`src/rtl/mult_div_pkg.sv`:
```
// Shared definitions for the multiply/divide unit: op codes, FSM states, iteration count.
// Latency: n/a (constants and pure helper functions only).
// Backpressure: n/a.
package mult_div_pkg;

    typedef logic [1:0] op_t;
    typedef logic [1:0] state_t;

    localparam int ITER = 32;

    localparam op_t OP_MULT  = 2'b00;
    localparam op_t OP_MULTU = 2'b01;
    localparam op_t OP_DIV   = 2'b10;
    localparam op_t OP_DIVU  = 2'b11;

    localparam state_t ST_IDLE = 2'd0;
    localparam state_t ST_CALC = 2'd1;
    localparam state_t ST_FIX  = 2'd2;

    // Two's-complement negate of a 32-bit value
    function automatic logic [31:0] neg32(input logic [31:0] v);
        return ~v + 32'd1;
    endfunction

    // MULT and DIV are the signed flavours (op[0] clear)
    function automatic logic op_is_signed(input op_t o);
        return ~o[0];
    endfunction

endpackage

```
`src/rtl/mult_div_unit_div_step.sv`:
```
// One restoring-division iteration: shift in a dividend bit, trial-subtract the divisor.
// Latency: purely combinational.
// Backpressure: n/a.
module div_step (
    input  logic [31:0] rem_in,
    input  logic        dividend_bit,
    input  logic [31:0] divisor,
    output logic [31:0] rem_out,
    output logic        q_bit
);

    logic [32:0] partial;
    logic [32:0] diff;

    // Trial subtract; a non-negative difference means the quotient bit is 1.
    // Because rem_in < divisor (or divisor is zero), partial < 2*divisor and the
    // kept remainder always fits back into 32 bits.
    always_comb begin
        partial = {rem_in, dividend_bit};
        diff    = partial - {1'b0, divisor};
        q_bit   = ~diff[32];
        rem_out = q_bit ? diff[31:0] : partial[31:0];
    end

endmodule

```
`src/rtl/mult_div_unit.sv`:
```
// Iterative MULT/MULTU/DIV/DIVU with HI/LO registers; divide enabled by macro MULT_DIV_UNIT_DIV_EN.
// Latency: start accepted at edge 0, 32 CALC edges, HI/LO written at edge 33, done pulses the next cycle.
// Backpressure: start is only honoured in IDLE; start or MTHI/MTLO while busy are dropped.
module mult_div_unit
    import mult_div_pkg::*;
#(
    parameter logic [31:0] HILO_RST = 32'h0000_0000
) (
    input  logic        clk,
    input  logic        rst_n,
    input  logic        start,
    input  logic [1:0]  op,
    input  logic [31:0] rs_data,
    input  logic [31:0] rt_data,
    input  logic        hi_we,
    input  logic        lo_we,
    input  logic [31:0] wdata,
    output logic        busy,
    output logic        done,
    output logic [31:0] hi,
    output logic [31:0] lo
);

    state_t      state_q, state_d;
    logic [4:0]  cnt_q, cnt_d;
    logic [31:0] acc_q, acc_d;      // product high half / partial remainder
    logic [31:0] mq_q, mq_d;        // multiplier shifting out / dividend->quotient
    logic [31:0] b_q, b_d;          // multiplicand or divisor magnitude
    logic        neg_res_q, neg_res_d;
    logic [31:0] hi_q, hi_d;
    logic [31:0] lo_q, lo_d;
    logic        done_q, done_d;

    logic        start_ok;
    logic        sgn;
    logic [31:0] rs_mag;
    logic [31:0] rt_mag;
    logic [32:0] mul_sum;
    logic [63:0] prod;
    logic [63:0] prod_fix;

`ifdef MULT_DIV_UNIT_DIV_EN
    logic        is_div_q, is_div_d;
    logic        neg_rem_q, neg_rem_d;
    logic        div0_q, div0_d;
    logic [31:0] rem_nxt;
    logic        q_bit;
    logic [31:0] quo_fix;
    logic [31:0] rem_fix;

    div_step u_div_step (
        .rem_in       (acc_q),
        .dividend_bit (mq_q[31]),
        .divisor      (b_q),
        .rem_out      (rem_nxt),
        .q_bit        (q_bit)
    );
`endif

    // Operand magnitudes at start, one shift-add step, and final sign correction
    always_comb begin
`ifdef MULT_DIV_UNIT_DIV_EN
        start_ok = start;
`else
        start_ok = start & ~op[1];
`endif
        sgn      = op_is_signed(op);
        rs_mag   = (sgn && rs_data[31]) ? neg32(rs_data) : rs_data;
        rt_mag   = (sgn && rt_data[31]) ? neg32(rt_data) : rt_data;
        mul_sum  = {1'b0, acc_q} + (mq_q[0] ? {1'b0, b_q} : 33'd0);
        prod     = {acc_q, mq_q};
        prod_fix = neg_res_q ? (~prod + 64'd1) : prod;
`ifdef MULT_DIV_UNIT_DIV_EN
        // Divide by zero leaves the natural all-ones quotient; force it so the
        // signed sign-fix cannot turn it into 1.
        quo_fix  = div0_q ? 32'hFFFF_FFFF : (neg_res_q ? neg32(mq_q) : mq_q);
        rem_fix  = neg_rem_q ? neg32(acc_q) : acc_q;
`endif
    end

    // Next-state: IDLE accepts start or MTHI/MTLO, CALC iterates, FIX writes HI/LO
    always_comb begin
        state_d   = state_q;
        cnt_d     = cnt_q;
        acc_d     = acc_q;
        mq_d      = mq_q;
        b_d       = b_q;
        neg_res_d = neg_res_q;
        hi_d      = hi_q;
        lo_d      = lo_q;
        done_d    = 1'b0;
`ifdef MULT_DIV_UNIT_DIV_EN
        is_div_d  = is_div_q;
        neg_rem_d = neg_rem_q;
        div0_d    = div0_q;
`endif
        case (state_q)
            ST_IDLE: begin
                if (start_ok) begin
                    state_d   = ST_CALC;
                    cnt_d     = 5'd0;
                    acc_d     = 32'd0;
                    mq_d      = rs_mag;
                    b_d       = rt_mag;
                    neg_res_d = sgn & (rs_data[31] ^ rt_data[31]);
`ifdef MULT_DIV_UNIT_DIV_EN
                    is_div_d  = op[1];
                    neg_rem_d = sgn & rs_data[31];
                    div0_d    = (rt_data == 32'd0);
`endif
                end else if (!start) begin
                    // Any start in the same cycle takes priority over MTHI/MTLO
                    if (hi_we) hi_d = wdata;
                    if (lo_we) lo_d = wdata;
                end
            end
            ST_CALC: begin
`ifdef MULT_DIV_UNIT_DIV_EN
                if (is_div_q) begin
                    acc_d = rem_nxt;
                    mq_d  = {mq_q[30:0], q_bit};
                end else begin
                    acc_d = mul_sum[32:1];
                    mq_d  = {mul_sum[0], mq_q[31:1]};
                end
`else
                acc_d = mul_sum[32:1];
                mq_d  = {mul_sum[0], mq_q[31:1]};
`endif
                cnt_d = cnt_q + 5'd1;
                if (cnt_q == 5'(ITER - 1)) state_d = ST_FIX;
            end
            ST_FIX: begin
`ifdef MULT_DIV_UNIT_DIV_EN
                if (is_div_q) begin
                    hi_d = rem_fix;
                    lo_d = quo_fix;
                end else begin
                    hi_d = prod_fix[63:32];
                    lo_d = prod_fix[31:0];
                end
`else
                hi_d = prod_fix[63:32];
                lo_d = prod_fix[31:0];
`endif
                done_d  = 1'b1;
                state_d = ST_IDLE;
            end
            default: state_d = ST_IDLE;
        endcase
    end

    // State and datapath registers; reset abandons any operation in flight
    always_ff @(posedge clk or negedge rst_n) begin
        if (!rst_n) begin
            state_q   <= ST_IDLE;
            cnt_q     <= 5'd0;
            acc_q     <= 32'd0;
            mq_q      <= 32'd0;
            b_q       <= 32'd0;
            neg_res_q <= 1'b0;
            hi_q      <= HILO_RST;
            lo_q      <= HILO_RST;
            done_q    <= 1'b0;
`ifdef MULT_DIV_UNIT_DIV_EN
            is_div_q  <= 1'b0;
            neg_rem_q <= 1'b0;
            div0_q    <= 1'b0;
`endif
        end else begin
            state_q   <= state_d;
            cnt_q     <= cnt_d;
            acc_q     <= acc_d;
            mq_q      <= mq_d;
            b_q       <= b_d;
            neg_res_q <= neg_res_d;
            hi_q      <= hi_d;
            lo_q      <= lo_d;
            done_q    <= done_d;
`ifdef MULT_DIV_UNIT_DIV_EN
            is_div_q  <= is_div_d;
            neg_rem_q <= neg_rem_d;
            div0_q    <= div0_d;
`endif
        end
    end

    assign busy = (state_q != ST_IDLE);
    assign done = done_q;
    assign hi   = hi_q;
    assign lo   = lo_q;

endmodule

```
`config.mk`:
```
export PLATFORM = sky130hd
export DESIGN_NAME = mult_div_unit
export DESIGN_NICKNAME = d
export VERILOG_FILES = /design/src/rtl/mult_div_pkg.sv /design/src/rtl/mult_div_unit_div_step.sv /design/src/rtl/mult_div_unit.sv
export SDC_FILE = /design/constraint.sdc
export NUM_CORES = 1
export LEC_CHECK = 0
export ABC_AREA = 1
export CAP_MARGIN = 20
export CORE_ASPECT_RATIO = 1.25
export CORE_UTILIZATION = 55
export CTS_CLUSTER_SIZE = 12
export DETAILED_ROUTE_END_ITERATION = 7
export PLACE_DENSITY_LB_ADDON = 0.3
export SYNTH_ARGS = -nofsm -noshare
export SYNTH_HDL_FRONTEND = slang
export SYNTH_SLANG_ARGS = --single-unit
```
`constraint.sdc`:
```
create_clock -name clk -period 4.3 [get_ports clk]
set_input_delay 0.86 -clock clk [delete_from_list [all_inputs] [get_ports clk]]
set_output_delay 0.86 -clock clk [all_outputs]
set_load 0.01 [all_outputs]
```
==> impl_metrics.toml, run 1 <==
[final_layout]
antennaDiodeCount = 0
fillers = 2205
ff_latch_area_sq_um = 4230
finalNetCount = 2387
layout-drive-gt1-share_pct = 4.56
final_util_pct = 66.7
layout_commonest_cell = "nand2_1"
syn_to_final_growth_pct = 19.1
mostFrequentLayoutCells = "nand2_1 (581), nor2_1 (317), inv_1 (236)"
multiInputGateArea_sq_um = 7810

[clocking]
cts_buffers = 17
path_clk_slew_ns = 0.08
clockBufferDepth = 2
post-cts-setup-buffers = 0
clock-root-buffer = "clkbuf_16"
cts_sinks = 169
holdBufCountCts = 0
cts_resized = 0
clk_latency_ns = 0.45
htree_levels = 4
cts_tree = "built"

[route]
ant_nets = 0
vias = 14600
drt-total-wl_mm = 46.2
drtIter0Drc = 1247
avgRoutedWirePerCell_microns = 18.1
drc = 2
viasPerCell = 5.74
drt-pass1-iter-count = 7

[pwr]
powerDensity_nw_per_um2 = 697
worst_ir_drop_vdd_mv = 0.362
p_leak_uw = 0.00740

[yosys]
yosys_warnings = 0
synth-seq-area-share_pct = 31.9
yosys_register_bits = 169
synthCells = 2111
synth.area.top_cells = "dfrtp_1 (32%), nand2_1 (16%), nor2_1 (9.0%)"
syn_nets = 2252
synth_cell_types = 49
netlist.area_leader.share_pct = 31.9
synth_top_area_cell = "dfrtp_1"
syn_area_per_cell_sq_um = 6.27
syn_area_sq_um = 13200

[critical_path]
arrival_ns = 3.19
crit_chain = "buf_4 -> nand2_1 -> inv_1 -> ha_1 -> inv_1 -> fa_1 -> o21ai_1 -> nand2_1 -> nand2_1 -> nand2_1 -> nand2_1 -> nand2_1 -> nand2_1 -> nand2_1 -> nand3_1 -> nand2_1"
crit_family = "simple AND/OR/NAND/NOR gates"
ff2ff_setup_slack_ns = 1.46
required_ns = 4.65
reg2reg_from = "mq_q[0]$_DFFE_PN0P_"
r2r_end = "acc_q[29]$_DFFE_PN0P_"
crit_top_cell = "nand2_1"
cp-start-kind = "register"
reg2reg_depth = 16
slowest_stage = "dfrtp_1"
critPathMaxFanout = 32
critPathBufInv = 3
critPathCaptureType = "register"
slowest_delay_ns = 0.42
crit_type = "register to register"

[timing]
finalSetupTns_ns = 0
rsz0062_at_grt = "false"
finalCritPeriodShare_pct = 66.1
finClkSkew_ns = 0.0124
slew_headroom_pct = 35.0
fin_crit_ns = 2.84
hold_viol = 0
slew_violations = 0
worstMarginPinSlew_ns = 0.975
clock.fmax_mhz = 352
setup_viol = 0

[global_routing]
grt_max_degree = 98
grt_pass1_wl_mm = 72.0
antenna_found_initial = 0
grt_pass1_vias = 13500
track_usage_pct = 38.0
overflow = 0

[floorplan]
core_sq_um = 23600
ios = 169
die_y_microns = 175
rows = 63
die_x_microns = 141
die_area_sq_um = 24700
initial_core_util_pct = 56.0

[outcome]
status = "finished with violations"
violations = "DRC"

[hold_path]
hp-class = "input pin to asynchronous set/reset pin"

[flow_run]
maxCapViolCount = 0

[place]
dpl.hpwl_mm = 36.0
io_buffers = 168
place.gp.congestion = 1.02
==> routing by layer <==
layer,share of wire (%),vias to the layer above,track usage [%]
li1,-,7120,-
met1,40,6611,48.4
met2,46,792,61.6
met3,8.6,123,6.30
met4,5.4,0,20.6
met5,0,-,0
==> cell families after synthesis <==
group,count (synthesis),synth area share [%]
flip-flops,169,31.9
XOR/XNOR,32,2.12
AO/OA/AOI/OAI,394,16.2
buffers and inverters,311,9.12
adder cells (fa/ha/maj),38,3.65
AND/OR/NAND/NOR,1167,37.0
==> layout make-up <==
cell class | count | area share (%)
clock buffers | 17 | 2.70
well taps | 292 | 2.32
repair buffers | 181 | 11.5
clock inverters | 15 | 1.25
inverters | 246 | 5.86
flip-flops and latches | 169 | 26.8
multi-input cells | 1631 | 49.5
==> synth_stat cells (all sizes together) <==
cell      n
nor2    334
o221ai    7
nor2b     1
clkbuf   29
ha       37
a22oi     1
nand4    19
a21boi    1
dfrtp   169
buf      36
and3      1
o32ai     1
nand2   592
a21o      2
nor3     24
o22ai    16
or2       4
and2      4
a22o      2
nand3b   12
o211ai    6
o41ai     1
inv     246
xor2     29
a21oi   195
o21ai   148
xnor2     3
o21bai    9
fa        1
nor4      1
a31oi     5
nand3   175
==> state kept, by name (all words and copies together) (netlist names) <==
name / cells
cnt_q: 5
done: 1
state_q: 2
hi: 32
lo: 32
acc_q: 32
neg_res_q: 1
b_q: 32
mq_q: 32
==> worst max-delay path by stage <==
| stage | start | depth (start not counted) | slack [ns] | end |
|---|---|---|---|---|
| 6_report | mq_q[0]$_DFFE_PN0P_ | 16 | 1.46 | acc_q[29]$_DFFE_PN0P_ |
| 5_1_grt | mq_q[0]$_DFFE_PN0P_ | 16 | 1.29 | acc_q[21]$_DFFE_PN0P_ |
| 4_1_cts | mq_q[0]$_DFFE_PN0P_ | 16 | 1.51 | acc_q[29]$_DFFE_PN0P_ |
| 3_5_place_dp | start | 8 | 1.26 | mq_q[31]$_DFFE_PN0P_ |
| 3_3_place_gp | start | 8 | 1.30 | mq_q[13]$_DFFE_PN0P_ |
| 2_1_floorplan | mq_q[0]$_DFFE_PN0P_ | 17 | 1.93 | acc_q[29]$_DFFE_PN0P_ |
==> worst register-to-register path: cells and delay by family, from the launching register on <==
| family | cells | cell delay (ns) |
|---|---|---|
| AND/OR/NAND/NOR | 10 | 0.96 |
| adder cells (fa/ha/maj) | 2 | 0.58 |
| buffers and inverters | 3 | 0.48 |
| flip-flops | 1 | 0.42 |
| AO/OA/AOI/OAI | 1 | 0.32 |
==> per-stage QoR <==
stage	instances	hold slack, ns	power, uW	setup slack, ns	instance area, sq um
floorplan	2111	0.440	6980	1.93	13200
global placement	2517	0.456	9000	1.30	15100
detailed placement	2518	0.469	9180	1.26	15100
CTS	2550	0.488	10800	1.51	15700
global route	2551	0.508	11800	1.29	15800
finish	2551	0.482	11000	1.46	15800
==> power breakdown <==
part / internal (uW) / switching, uW
Combinational: 2250 / 3870
Clock: 844 / 788
Sequential: 2370 / 853
No activity file was read; power rests on OpenSTA's default activity.
==> inputs of run 2 (changes only) <==
- CORE_UTILIZATION: 55 -> 52
- clock period: 4.3 -> 2.53 ns (I/O delays scaled with it)
==> impl_metrics.toml, run 2 (synthesis gave the netlist of run 1 again) <==
[outcome]
status = "finished with violations"
violations = "DRC"

[pwr]
worst_ir_drop_vdd_mv = 0.534
power_uw = 18700
powerDensity_nw_per_um2 = 1170
p_leak_uw = 0.00750

[critical_path]
critPathMaxFanout = 30
critPathCaptureType = "register"
cp-start-kind = "register"
crit_type = "register to register"
reg2reg_depth = 12
arrival_ns = 2.68
required_ns = 2.87

[global_routing]
track_usage_pct = 36.3
grt_max_degree = 64
grt_pass1_vias = 13700
antenna_found_initial = 0
overflow = 0
grt_pass1_wl_mm = 72.5

[clocking]
clock-root-buffer = "clkbuf_16"
clockBufferDepth = 2
cts_tree = "built"
htree_levels = 4
cts_sinks = 169
post-cts-setup-buffers = 0
cts_buffers = 17
path_clk_slew_ns = 0.07
clk_latency_ns = 0.45

[floorplan]
die_y_microns = 180
core_sq_um = 24700
initial_core_util_pct = 53.5
ios = 169
die_x_microns = 145
rows = 64
die_area_sq_um = 26100

[hold_path]
hp-class = "register to register"
hold_depth = 2

[place]
dpl.hpwl_mm = 36.8
io_buffers = 168
dp.cells = 2582
place.gp.congestion = 1.02
preCtsSetupSlack_ns = 0.134

[final_layout]
finalNetCount = 2413
layout_commonest_cell = "nand2_1"
final_util_pct = 64.6
instances_no_fill = 2615
mostFrequentLayoutCells = "nand2_1 (581), nor2_1 (317), inv_1 (236)"
syn_to_final_growth_pct = 20.8
antennaDiodeCount = 0
layout-drive-gt1-share_pct = 5.69

[timing]
fin_ws_ns = 0.191
slew_headroom_pct = 54.5
slew_violations = 0
finalCritPeriodShare_pct = 92.4
fin_crit_ns = 2.34
worstMarginPinSlew_ns = 0.682
clock.fmax_mhz = 428
rsz0062_at_grt = "false"
setup_viol = 0
hold_viol = 0
finalSetupTns_ns = 0
finClkSkew_ns = 0.0134

[route]
drt-pass1-iter-count = 8
ant_nets = 0
drt-total-wl_mm = 46.2
viasPerCell = 5.61
drtIter0Drc = 1314
vias = 14700
drc = 1
avgRoutedWirePerCell_microns = 17.7

[flow_run]
maxCapViolCount = 0
-- run 2: area by class of cell --
type / instances / area (sq um)
fill: 2305 / 8750
multi-input combinational: 1631 / 7820
sequential: 169 / 4230
timing repair buffer: 207 / 2030
inverter: 246 / 923
clock buffer: 17 / 425
tap: 330 / 413
clock inverter: 15 / 149
-- run 2: power by group --
group	internal (uW)	leakage, uW	switching (uW)	total (uW)
Sequential	4040	0.00199	1370	5410
Clock	1320	0.000283	1280	2600
Combinational	3970	0.00523	6720	10700
Total	9320	0.00750	9370	18700
-- run 2: routing by layer --
metal / global-route usage, % / share of wire [%]
met3: 5.98 / 8.6
met5: 0 / 0
met4: 20.4 / 5.6
met1: 47.6 / 40
met2: 56.4 / 45
-- run 2: worst max-delay path, stage by stage, from the launching register on --
cell and delay (ns):
dfrtp_1 0.42, buf_12 0.18, nand2_1 0.06, inv_1 0.05
ha_1 0.36, nand2_1 0.15, o21ai_1 0.29, nand3b_1 0.27
nand2_1 0.16, nand2_1 0.10, nand2_1 0.05, nand3_1 0.08
nand2_1 0.06
-- run 2: metrics by stage --
stage	instance area [sq um]	hold slack [ns]
6_report	16000	0.488
5_1_grt	16000	0.507
4_1_cts	16000	0.483
3_5_place_dp	15400	0.395
3_3_place_gp	15400	0.394
2_1_floorplan	13200	0.210
-- run 2: worst paths after layout --
check | from | endpoint | slack, ns
min reg2reg | b_q[12]$_DFFE_PN0P_ | b_q[12]$_DFFE_PN0P_ | 0.49
min | b_q[12]$_DFFE_PN0P_ | b_q[12]$_DFFE_PN0P_ | 0.49
min in group asynchronous | rst_n | hi[31]$_DFFE_PN0P_ | 0.50
max in group asynchronous | rst_n | mq_q[29]$_DFFE_PN0P_ | 1.27
max reg2reg | mq_q[0]$_DFFE_PN0P_ | acc_q[25]$_DFFE_PN0P_ | 0.19
max | mq_q[0]$_DFFE_PN0P_ | acc_q[25]$_DFFE_PN0P_ | 0.19
-- run 2: what timing repair did --
action                                  in CTS  in global routing
hold buffers                                 1                  0
endpoints found under the hold margin       25                  0
gates resized for setup                      0                  3
endpoints found under the setup margin       0                  7
==> inputs of run 3 (changes only) <==
- CORE_UTILIZATION: 52 -> 53
- CTS_BUF_LIST: unset -> sky130_fd_sc_hd__clkbuf_8
==> impl_metrics.toml, run 3 (synthesis gave the netlist of run 1 again) <==
[critical_path]
crit_chain = "buf_4 -> inv_2 -> ha_1 -> nand2_2 -> o21ai_2 -> nand3_1 -> nor2_2 -> nand2_1 -> nand3_1 -> a21oi_1"
startpoint = "mq_q[0]$_DFFE_PN0P_"
required_ns = 2.92
critPathMaxFanout = 4
r2r_end = "lo[28]$_DFFE_PN0P_"
critPathCaptureType = "register"
reg2reg_from = "mq_q[0]$_DFFE_PN0P_"
ff2ff_setup_slack_ns = 0.13
slowest_stage = "dfrtp_2"
crit_top_cell = "nand3_1"
cp-start-kind = "register"
arrival_ns = 2.79
cp-endpoint = "lo[28]$_DFFE_PN0P_"
crit_type = "register to register"
slowest_delay_ns = 0.46
reg2reg_depth = 10

[timing]
slew_violations = 0
hold_viol = 0
fin_ws_ns = 0.127
fin_crit_ns = 2.40
finalCritPeriodShare_pct = 95.0
slew_headroom_pct = 46.6
clock.fmax_mhz = 416
setup_viol = 0
worstMarginPinSlew_ns = 0.799
finClkSkew_ns = 0.0262

[clocking]
cts_sinks = 169
path_clk_slew_ns = 0.11
clockBufferDepth = 2
htree_levels = 4
cts_buffers = 17
post-cts-setup-buffers = 0
clk_latency_ns = 0.52
cts_tree = "built"
clock-root-buffer = "clkbuf_8"

[place]
io_buffers = 168
dpl.hpwl_mm = 36.9
preCtsSetupSlack_ns = 0.0808
place.gp.congestion = 0.982

[route]
drt-pass1-iter-count = 6
ant_nets = 0
drt-total-wl_mm = 45.9
avgRoutedWirePerCell_microns = 17.6
vias = 14800
drtIter0Drc = 1394
drc = 0
viasPerCell = 5.65

[outcome]
status = "finished clean"

[final_layout]
final_util_pct = 64.6
layout-drive-gt1-share_pct = 5.74
antennaDiodeCount = 0
ff_latch_area_sq_um = 4230
syn_to_final_growth_pct = 19.6
mostFrequentLayoutCells = "nand2_1 (581), nor2_1 (317), inv_1 (236)"
finalNetCount = 2412
layout_commonest_cell = "nand2_1"
fillers = 2383
multiInputGateArea_sq_um = 7820

[hold_path]
hp-class = "input pin to asynchronous set/reset pin"

[floorplan]
die_x_microns = 143
rows = 64
die_area_sq_um = 25600
ios = 169
initial_core_util_pct = 54.0
core_sq_um = 24500
die_y_microns = 179

[global_routing]
grt_pass1_vias = 13600
antenna_found_initial = 0
track_usage_pct = 36.8
grt_pass1_wl_mm = 71.5
grt_max_degree = 56
overflow = 0

[flow_run]
maxCapViolCount = 0

[pwr]
p_leak_uw = 0.00743
powerDensity_nw_per_um2 = 1140
worst_ir_drop_vdd_mv = 0.466
==> run 3: routing by layer <==
layer | wire length [microns] | GRT usage [%] | vias up
li1 | - | - | 7182
met1 | 18900 | 47.3 | 6733
met2 | 21000 | 60.0 | 725
met3 | 3820 | 6.52 | 126
met4 | 2240 | 17.1 | 0
met5 | 0 | 0 | -
==> run 3: layout make-up <==
class,count,share of cell area (%)
Clock buffer,17,1.48
Clock inverter,15,1.26
Multi-Input combinational cell,1631,49.4
Timing Repair Buffer,206,12.7
Tap cell,330,2.61
Sequential cell,169,26.7
Inverter,246,5.83
==> run 3: critical path: cells and delay by family, from the launching register on <==
family                     cells  cell delay (ns)
AOI/OAI and AO/OA              2             0.38
DFF                            1             0.46
and+or+nand+nor                5             1.00
adders and majority gates      1             0.19
buffers and inverters          2             0.26
==> run 3: where the power goes <==
group / internal, uW / total (uW) / leakage, uW / switching, uW
combinational: 3950 / 10600 / 0.00523 / 6650
sequential: 4030 / 5380 / 0.00199 / 1350
clock: 854 / 2110 / 0.000213 / 1260
total: 8830 / 18100 / 0.00743 / 9250
==> run 3: worst min-delay path by stage <==
stage,cells past startpoint,to
2_1_floorplan,0,acc_q[0]$_DFFE_PN0P_
3_3_place_gp,1,hi[30]$_DFFE_PN0P_
3_5_place_dp,1,hi[28]$_DFFE_PN0P_
4_1_cts,2,hi[23]$_DFFE_PN0P_
5_1_grt,2,hi[28]$_DFFE_PN0P_
6_report,2,hi[23]$_DFFE_PN0P_
==> run 3: timing repair <==
action | in CTS | in global routing
hold buffers | 1 | 0
endpoints found under the hold margin | 20 | 0
endpoints found under the setup margin | 0 | 20
gates resized for setup | 0 | 7
==> run 3: per-stage QoR <==
step                      setup TNS, ns  cell area [sq um]  instances  hold slack, ns  power, uW
final                                 0              15800       2614           0.427      18100
after global routing            -0.0276              15800       2614           0.454      19600
after CTS                             0              15800       2614           0.412      17800
after detailed placement              0              15400       2581           0.387      15700
after global placement                0              15400       2581           0.384      15500
after floorplan                       0              13200       2111           0.210      11900
